==> config.mk <==
export PLATFORM = sky130hd
export DESIGN_NAME = mem_stage_sram_ctrl
export DESIGN_NICKNAME = d
export VERILOG_FILES = /design/src/rtl/mem_stage_sram_ctrl_pkg.sv /design/src/rtl/mem_stage_sram_ctrl_wait_counter.sv /design/src/rtl/mem_stage_sram_ctrl.sv
export SDC_FILE = /design/constraint.sdc
export NUM_CORES = 1
export LEC_CHECK = 0
export BUFFER_PORTS_ARGS = -buffer_cell sky130_fd_sc_hd__buf_2
export CORE_MARGIN = 2
export CORE_UTILIZATION = 30
export CTS_CLUSTER_SIZE = 20
export DETAILED_ROUTE_END_ITERATION = 10
export GPL_TIMING_DRIVEN = 0
export PLACE_DENSITY_LB_ADDON = 0.2
export SYNTH_ARGS = -nofsm -noshare
export SYNTH_HDL_FRONTEND = slang
export SYNTH_SLANG_ARGS = --single-unit
==> constraint.sdc <==
create_clock -name clk -period 3.9 [get_ports clk]
set_input_delay 0.78 -clock clk [delete_from_list [all_inputs] [get_ports clk]]
set_output_delay 0.78 -clock clk [all_outputs]
set_load 0.05 [all_outputs]
==> src/rtl/mem_stage_sram_ctrl_pkg.sv <==
// Shared widths, base address and FSM encoding for the MEM-stage SRAM controller.
package mem_stage_sram_ctrl_pkg;

  localparam int REGISTER_FILE_LEN = 32;
  localparam int SRAM_ADDR_LEN     = 18;
  localparam int SRAM_DATA_LEN     = 16;
  localparam int WORD_IDX_LEN      = SRAM_ADDR_LEN - 1;

  localparam logic [REGISTER_FILE_LEN-1:0] DATA_MEM_BASE = 32'd1024;

  typedef enum logic [1:0] {
    ST_IDLE = 2'd0,
    ST_LOW  = 2'd1,
    ST_HIGH = 2'd2,
    ST_DONE = 2'd3
  } state_e;

  // Each 32-bit word occupies two consecutive SRAM half-word locations.
  function automatic logic [SRAM_ADDR_LEN-1:0] half_addr(input logic [WORD_IDX_LEN-1:0] word_idx,
                                                         input logic upper);
    return {word_idx, upper};
  endfunction

endpackage

==> src/rtl/mem_stage_sram_ctrl_wait_counter.sv <==
// Loadable 4-bit down-counter timing one SRAM half-access; last is high while the count is 0.
// Load has priority over counting; the count saturates at 0.
module sram_wait_counter (
  input  logic       clk,
  input  logic       rst,
  input  logic       load,
  input  logic [3:0] load_val,
  output logic       last
);

  logic [3:0] count_q;
  logic [3:0] count_d;

  always_comb begin
    count_d = count_q;
    if (load) begin
      count_d = load_val;
    end else if (count_q != 4'd0) begin
      count_d = count_q - 4'd1;
    end
  end

  always_ff @(posedge clk) begin
    if (rst) begin
      count_q <= 4'd0;
    end else begin
      count_q <= count_d;
    end
  end

  assign last = (count_q == 4'd0);

endmodule

==> src/rtl/mem_stage_sram_ctrl.sv <==
// MEM-stage load/store to a 16-bit SRAM as two half-word accesses of HALF_CYCLES each.
// ready drops the cycle a request appears and rises in DONE, 2*HALF_CYCLES+1 cycles later.
module mem_stage_sram_ctrl
  import mem_stage_sram_ctrl_pkg::*;
#(
  parameter int HALF_CYCLES = 3
) (
  input  logic                         clk,
  input  logic                         rst,
  input  logic                         mem_r_en,
  input  logic                         mem_w_en,
  input  logic [REGISTER_FILE_LEN-1:0] alu_res,
  input  logic [31:0]                  val_r_m,
  output logic                         ready,
  output logic [31:0]                  mem_rdata,
  output logic [SRAM_ADDR_LEN-1:0]     sram_addr,
  output logic [SRAM_DATA_LEN-1:0]     sram_dq_out,
  input  logic [SRAM_DATA_LEN-1:0]     sram_dq_in,
  output logic                         sram_dq_oe,
  output logic                         sram_we_n
);

  localparam logic [3:0] RELOAD = 4'(HALF_CYCLES - 1);

  state_e                     state_q, state_d;
  logic [WORD_IDX_LEN-1:0]    off_q, off_d;
  logic [31:0]                wdata_q, wdata_d;
  logic                       is_write_q, is_write_d;
  logic [31:0]                rdata_q, rdata_d;
  logic [SRAM_ADDR_LEN-1:0]   addr_q, addr_d;
  logic [SRAM_DATA_LEN-1:0]   dq_q, dq_d;
  logic                       we_n_q, we_n_d;
  logic                       oe_q, oe_d;

  logic                          req;
  logic                          cnt_load;
  logic                          cnt_last;
  logic [REGISTER_FILE_LEN-1:0]  off_full;
  logic                          unused_off_bits;

  assign req      = mem_r_en | mem_w_en;
  assign off_full = alu_res - DATA_MEM_BASE;
  // Byte-in-word bits and everything above 512 KiB are dropped, so accesses alias.
  assign unused_off_bits = ^{off_full[REGISTER_FILE_LEN-1:19], off_full[1:0]};

  sram_wait_counter u_wait (
    .clk      (clk),
    .rst      (rst),
    .load     (cnt_load),
    .load_val (RELOAD),
    .last     (cnt_last)
  );

  always_comb begin
    state_d    = state_q;
    off_d      = off_q;
    wdata_d    = wdata_q;
    is_write_d = is_write_q;
    rdata_d    = rdata_q;
    cnt_load   = 1'b0;

    case (state_q)
      ST_IDLE: if (req) begin
        off_d      = off_full[18:2];
        wdata_d    = val_r_m;
        is_write_d = mem_w_en;
        cnt_load   = 1'b1;
        state_d    = ST_LOW;
      end
      ST_LOW: if (cnt_last) begin
        if (!is_write_q) rdata_d[15:0] = sram_dq_in;
        cnt_load = 1'b1;
        state_d  = ST_HIGH;
      end
      ST_HIGH: if (cnt_last) begin
        if (!is_write_q) rdata_d[31:16] = sram_dq_in;
        state_d = ST_DONE;
      end
      ST_DONE: state_d = ST_IDLE;
      default: state_d = ST_IDLE;
    endcase

    // Bus outputs are registered from the next state so they line up with LOW/HIGH.
    addr_d = addr_q;
    dq_d   = dq_q;
    we_n_d = 1'b1;
    oe_d   = 1'b0;
    case (state_d)
      ST_LOW: begin
        addr_d = half_addr(off_d, 1'b0);
        dq_d   = wdata_d[15:0];
        we_n_d = ~is_write_d;
        oe_d   = is_write_d;
      end
      ST_HIGH: begin
        addr_d = half_addr(off_d, 1'b1);
        dq_d   = wdata_d[31:16];
        we_n_d = ~is_write_d;
        oe_d   = is_write_d;
      end
      default: ;
    endcase
  end

  always_ff @(posedge clk) begin
    if (rst) begin
      state_q    <= ST_IDLE;
      off_q      <= '0;
      wdata_q    <= '0;
      is_write_q <= 1'b0;
      rdata_q    <= '0;
      addr_q     <= '0;
      dq_q       <= '0;
      we_n_q     <= 1'b1;
      oe_q       <= 1'b0;
    end else begin
      state_q    <= state_d;
      off_q      <= off_d;
      wdata_q    <= wdata_d;
      is_write_q <= is_write_d;
      rdata_q    <= rdata_d;
      addr_q     <= addr_d;
      dq_q       <= dq_d;
      we_n_q     <= we_n_d;
      oe_q       <= oe_d;
    end
  end

  assign ready       = ((state_q == ST_IDLE) && !req) || (state_q == ST_DONE);
  assign mem_rdata   = rdata_q;
  assign sram_addr   = addr_q;
  assign sram_dq_out = dq_q;
  assign sram_we_n   = we_n_q;
  assign sram_dq_oe  = oe_q;

endmodule

### After elaboration in Yosys (flattened, before gate mapping)

Cells that the tools add are included.

* input port bits: 84
* output and inout port bits: 69
* logic and storage cells: 53
* flip-flop bits (word level): 124

* multiplexer cells: 17
* equality and inequality tests: 5
* bitwise gates (word level): 4
* reductions and logical operators: 13
* add/sub/neg operators: 2

Operators with widths (number)
* $mux 32: 2
* $pmux 18 s2: 1
* $mux 17: 2
* $pmux 16 s2: 1
* $sub 19x11->19 const B: 1
* $mux 2: 5
* $pmux 2 s4: 1
* $eq 2x2->1 const B: 3
* $reduce_and 3->1: 2
* $reduce_or 2->1: 3
* $eq 2x1->1 const B: 2
* $logic_not 4->1: 1
* $mux 1: 4
* $reduce_bool 2->1: 2
* $reduce_bool 4->1: 1
* $sub 4x1->4 const B: 1
* $not 1->1: 3
* $logic_not 2->1: 1
* $pmux 1 s2: 1
* $logic_and 1x1->1: 1
* $logic_not 1->1: 1
* $logic_or 1x1->1: 1
* $or 1x1->1: 1

### Logic depth before layout (Yosys ltp)

* depth after elaboration: 7
* mapped depth: 8
* mapped depth without buffers: 7

### Modules after synthesis

A second synthesis with hierarchy kept.

* cell total of the unflattened synthesis: 506
* area total of the unflattened synthesis: 4759.6 µm²

By module, submodules not included
* mem_stage_sram_ctrl: times used 1, area an instance 4530.6 µm², seq. area each 2402.3 µm², cells each 482
* sram_wait_counter: times used 1, area an instance 229.0 µm², seq. area each 80.1 µm², cells each 24

### Least setup slack after synthesis

OpenSTA, ideal clock, no wires.

* path kind: input port to output port
* start: input port mem_w_en
* end: output port ready
* buffers on the path: 1
* stages on the path: 3
* data arrival time: 2298 ps
* required time: 3120 ps
* setup slack: 822 ps
* cell sequence: or2_2 > clkbuf_1 > o21ai_0

* cells in the longest elaborated chain, start to end: 4

RTL lines
* start: declaration: line mem_stage_sram_ctrl.sv:11 `input logic mem_w_en,`
* $or 1x1->1: line mem_stage_sram_ctrl.sv:41 `assign req = mem_r_en | mem_w_en;`
* $logic_not 1->1: line mem_stage_sram_ctrl.sv:129 `assign ready = ((state_q == ST_IDLE) && !req) || (state_q == ST_DONE);`
* $logic_and 1x1->1: line mem_stage_sram_ctrl.sv:129
* $logic_or 1x1->1: line mem_stage_sram_ctrl.sv:129
* end: declaration: line mem_stage_sram_ctrl.sv:14 `output logic ready,`

Every way passes these cells.

### Final worst setup path

* start: register u_wait.count_q[1]
* end: register dq_q[7] (netlist: sram_dq_out[7])

* cells in the longest elaborated chain, start to end: 5
* elaborated cells between the ends (all ways): 8
* classes of those cells: 2 x eq/ne; 4 x mux; 2 x reduce/logical

RTL lines
* start: declaration: line mem_stage_sram_ctrl_wait_counter.sv:11 `logic [3:0] count_q;`
* start signal: assignment: line mem_stage_sram_ctrl_wait_counter.sv:27 `count_q <= count_d;`
* $logic_not 4->1 *: line mem_stage_sram_ctrl_wait_counter.sv:31 `assign last = (count_q == 4'd0);`
* $mux 2 (on tied branches): line mem_stage_sram_ctrl.sv:75, mem_stage_sram_ctrl.sv:70
* $pmux 2 s4 *: line mem_stage_sram_ctrl.sv:62 `case (state_q)`
* $eq 2x2->1 or $eq 2x1->1 (tied branches): line mem_stage_sram_ctrl.sv:88 `case (state_d)`
* $pmux 16 s2 or $reduce_bool 2->1 (tied branches)
* end signal: assignment: line mem_stage_sram_ctrl.sv:123 `dq_q <= dq_d;`
* end: declaration: line mem_stage_sram_ctrl.sv:31 `logic [SRAM_DATA_LEN-1:0] dq_q, dq_d;`

Every way passes the cells marked *; elsewhere a longest branch is shown, timed or not.
A chain may end at the register's enable or synchronous reset.

==> impl_metrics.json <==
{
  "path_max_fanout": 10,
  "final_hold_viol_count": 0,
  "p_total_uw": 4730,
  "clkTransAtPathRegs_ns": 0.06,
  "final_cell_mix": "139 x buf_2, 124 x dfxtp_1, 95 x nor2_1",
  "cellInternalPower_uw": 2890,
  "cap_violations": 0,
  "areaGrowthSynthToFinish_pct": 32.9,
  "post_cts_buffers": 0,
  "synth_top_family_by_area": "multiplexers",
  "antenna_cells": 0,
  "drive_above_1_share_pct": 28.7,
  "power_switching_uw": 1850,
  "worstMarginPinSlew_ns": 0.653,
  "hold_class": "reg -> reg",
  "cts_resized": 0,
  "clock_latency_ns": 0.41,
  "grt_pass1_vias": 3790,
  "yosys.area.top_type": "dfxtp_1",
  "worstPathRequired_ns": 4.22,
  "seq_power_share_pct": 34.1,
  "post-route-period-util_pct": 73.6,
  "netlist_area_um2": 4590,
  "die-area_um2": 16300,
  "cts.sinks": 124,
  "die_width_um": 128,
  "grt_setup_unrepaired": "no",
  "avgSynthCellArea_um2": 9.93,
  "synthCells": 462,
  "synthDominantCellAreaShare_pct": 54.1,
  "grt_pass1_wl_um": 19800,
  "status": "finished, final reports clean",
  "max_freq_ghz": 0.348,
  "cts_tree": "yes",
  "finalWeightedCongestion": 0.772,
  "cp-start-kind": "flip-flop",
  "die_h_um": 128,
  "synthSimpleGateAreaFrac_pct": 15.1,
  "grt_antenna_before_repair": 0,
  "viasPerCell": 4.73,
  "cellLeakagePower_uw": 0.00285,
  "ys_seq_area_share_pct": 54.1,
  "grt_max_degree": 17,
  "clkPwrFrac_pct": 33.0,
  "synth-edff-count": 0,
  "yosysUniqueCellTypes": 40,
  "critical_path_class": "reg -> reg",
  "clock-root-buffer": "clkbuf_16",
  "crit_arrival_ns": 3.19,
  "clockBufferDepth": 2,
  "relSlewSlack_pct": 56.5,
  "num_rows": 45,
  "drtAntennaViolNets": 0,
  "cts_buffers": 17,
  "yosys_warnings": 0,
  "synth_xor_area_share_pct": 0.382,
  "routed-via-count": 3870,
  "final_max_slew_viol_count": 0,
  "routed_wirelength_um": 12700,
  "ctsHoldBuffers": 0,
  "layout_commonest_cell": "buf_2",
  "yosys_register_bits": 124,
  "core_area_um2": 15100,
  "crit_path_end_kind": "flip-flop",
  "synth_compound_area_share_pct": 9.87,
  "htree_num_levels": 4,
  "switching_share_pct": 39.0,
  "fin_skew_ns": 0.00621,
  "initial_core_util_pct": 30.4,
  "drtIter0Drc": 113,
  "synthMuxAreaShare_pct": 15.9,
  "setup-tns-final_ns": 0,
  "finalSetupViolations": 0,
  "synthArstFlopShare_pct": 0,
  "gr-total-overflow": 0,
  "drc": 0,
  "grt.total_usage_pct": 15.8,
  "drtPass1Iterations": 4,
  "ys.flop_type": "dfxtp_1",
  "fin_crit_ns": 2.87,
  "dp_hpwl_um": 9200,
  "post_drt_wl_per_cell_um": 15.5,
  "ir_drop_uv": 326,
  "synthTopCellsByArea": "dfxtp_1 54%, mux2i_1 16%, nor2_1 7.8%",
  "combPwrFrac_pct": 32.9,
  "pin_count": 153,
  "numPortBuffers": 136,
  "synth_adder_area_share_pct": 0.545,
  "synth_fp_nets": 548,
  "power_density_nw_per_um2": 776,
  "nets": 703,
  "nFillCells": 1548
}
-- cell type report --
type	count	area (um^2)	area share [%]
inverters	5	18.8	0.308
well taps	188	235	3.86
repair buffers	136	681	11.2
flip-flops and latches	124	2480	40.7
multi-input cells	298	1920	31.4
clock inverters	15	166	2.73
clock buffers	17	425	6.98
plain buffers	35	170	2.79
-- sequential cells by signal (all words and copies together) (netlist names) --
name	flops
wdata_q	32
sram_dq_out	16
sram_we_n	1
state_q	2
u_wait.count_q	4
mem_rdata	32
is_write_q	1
sram_dq_oe	1
sram_addr	18
off_q	17
-- cells in the mapped netlist (5+ instances only) --
| library cell | count |
|---|---|
| a211oi_1 | 12 |
| a21oi_1 | 10 |
| clkbuf_1 | 26 |
| dfxtp_1 | 124 |
| inv_1 | 5 |
| mux2i_1 | 73 |
| nand2_1 | 16 |
| nand3_1 | 20 |
| nor2_1 | 95 |
| nor3_1 | 12 |
| o21ai_0 | 7 |
| o221ai_1 | 16 |
-- logic make-up after synthesis --
| family | Yosys count |
|---|---|
| flip-flops | 124 |
| AO/OA/AOI/OAI | 62 |
| adder cells (fa/ha/maj) | 2 |
| XOR/XNOR | 2 |
| multiplexers | 73 |
| buffers and inverters | 40 |
| AND/OR/NAND/NOR | 159 |
-- worst max-delay path, cell delays in order (launching register included) --
cell,delay (ns)
dfxtp_1,0.36
or4_4,0.57
a211oi_1,0.33
ha_1,0.31
or3_1,0.38
buf_1,0.21
clkbuf_1,0.32
o221ai_1,0.28
-- per-layer routing --
layer / wire, um / up-vias / share of wire [%] / global-route usage [%]
li1: - / 1936 / - / -
met1: 5620 / 1800 / 44 / 19.5
met2: 5910 / 120 / 47 / 25.4
met3: 998 / 14 / 7.9 / 5.30
met4: 170 / 0 / 1.3 / 6.21
met5: 0 / - / 0 / 0
-- through the flow --
step	setup slack, ns	hold slack [ns]	cell area [um^2]	util, %	instances
after CTS	1.01	0.463	6100	40.4	818
final	1.03	0.465	6100	40.4	818
after detailed placement	0.699	0.455	5500	36.5	786
after floorplan	0.822	0.437	4590	-	462
after global placement	0.675	0.448	5500	36.5	786
after global routing	0.730	0.488	6100	40.4	818
-- power groups by stage --
stage / sequential [uW] / clock, uW / combinational (uW)
3_5_place_dp: 1640 / 0 / 1570
6_report: 1610 / 1560 / 1560
5_1_grt: 1640 / 1660 / 1680
4_1_cts: 1610 / 1600 / 1570
3_3_place_gp: 1630 / 0 / 1560
2_1_floorplan: 2160 / 0 / 629
-- final timing paths --
check | start | to | slack [ns] | depth (start not counted)
setup / recovery | u_wait.count_q[1] | sram_dq_out[7] | 1.03 | 7
hold / removal | off_q[16] | off_q[16] | 0.46 | 2
setup reg to reg | u_wait.count_q[1] | sram_dq_out[7] | 1.03 | 7
hold reg to reg | off_q[16] | off_q[16] | 0.46 | 2
(Power assumes the default switching activity.)
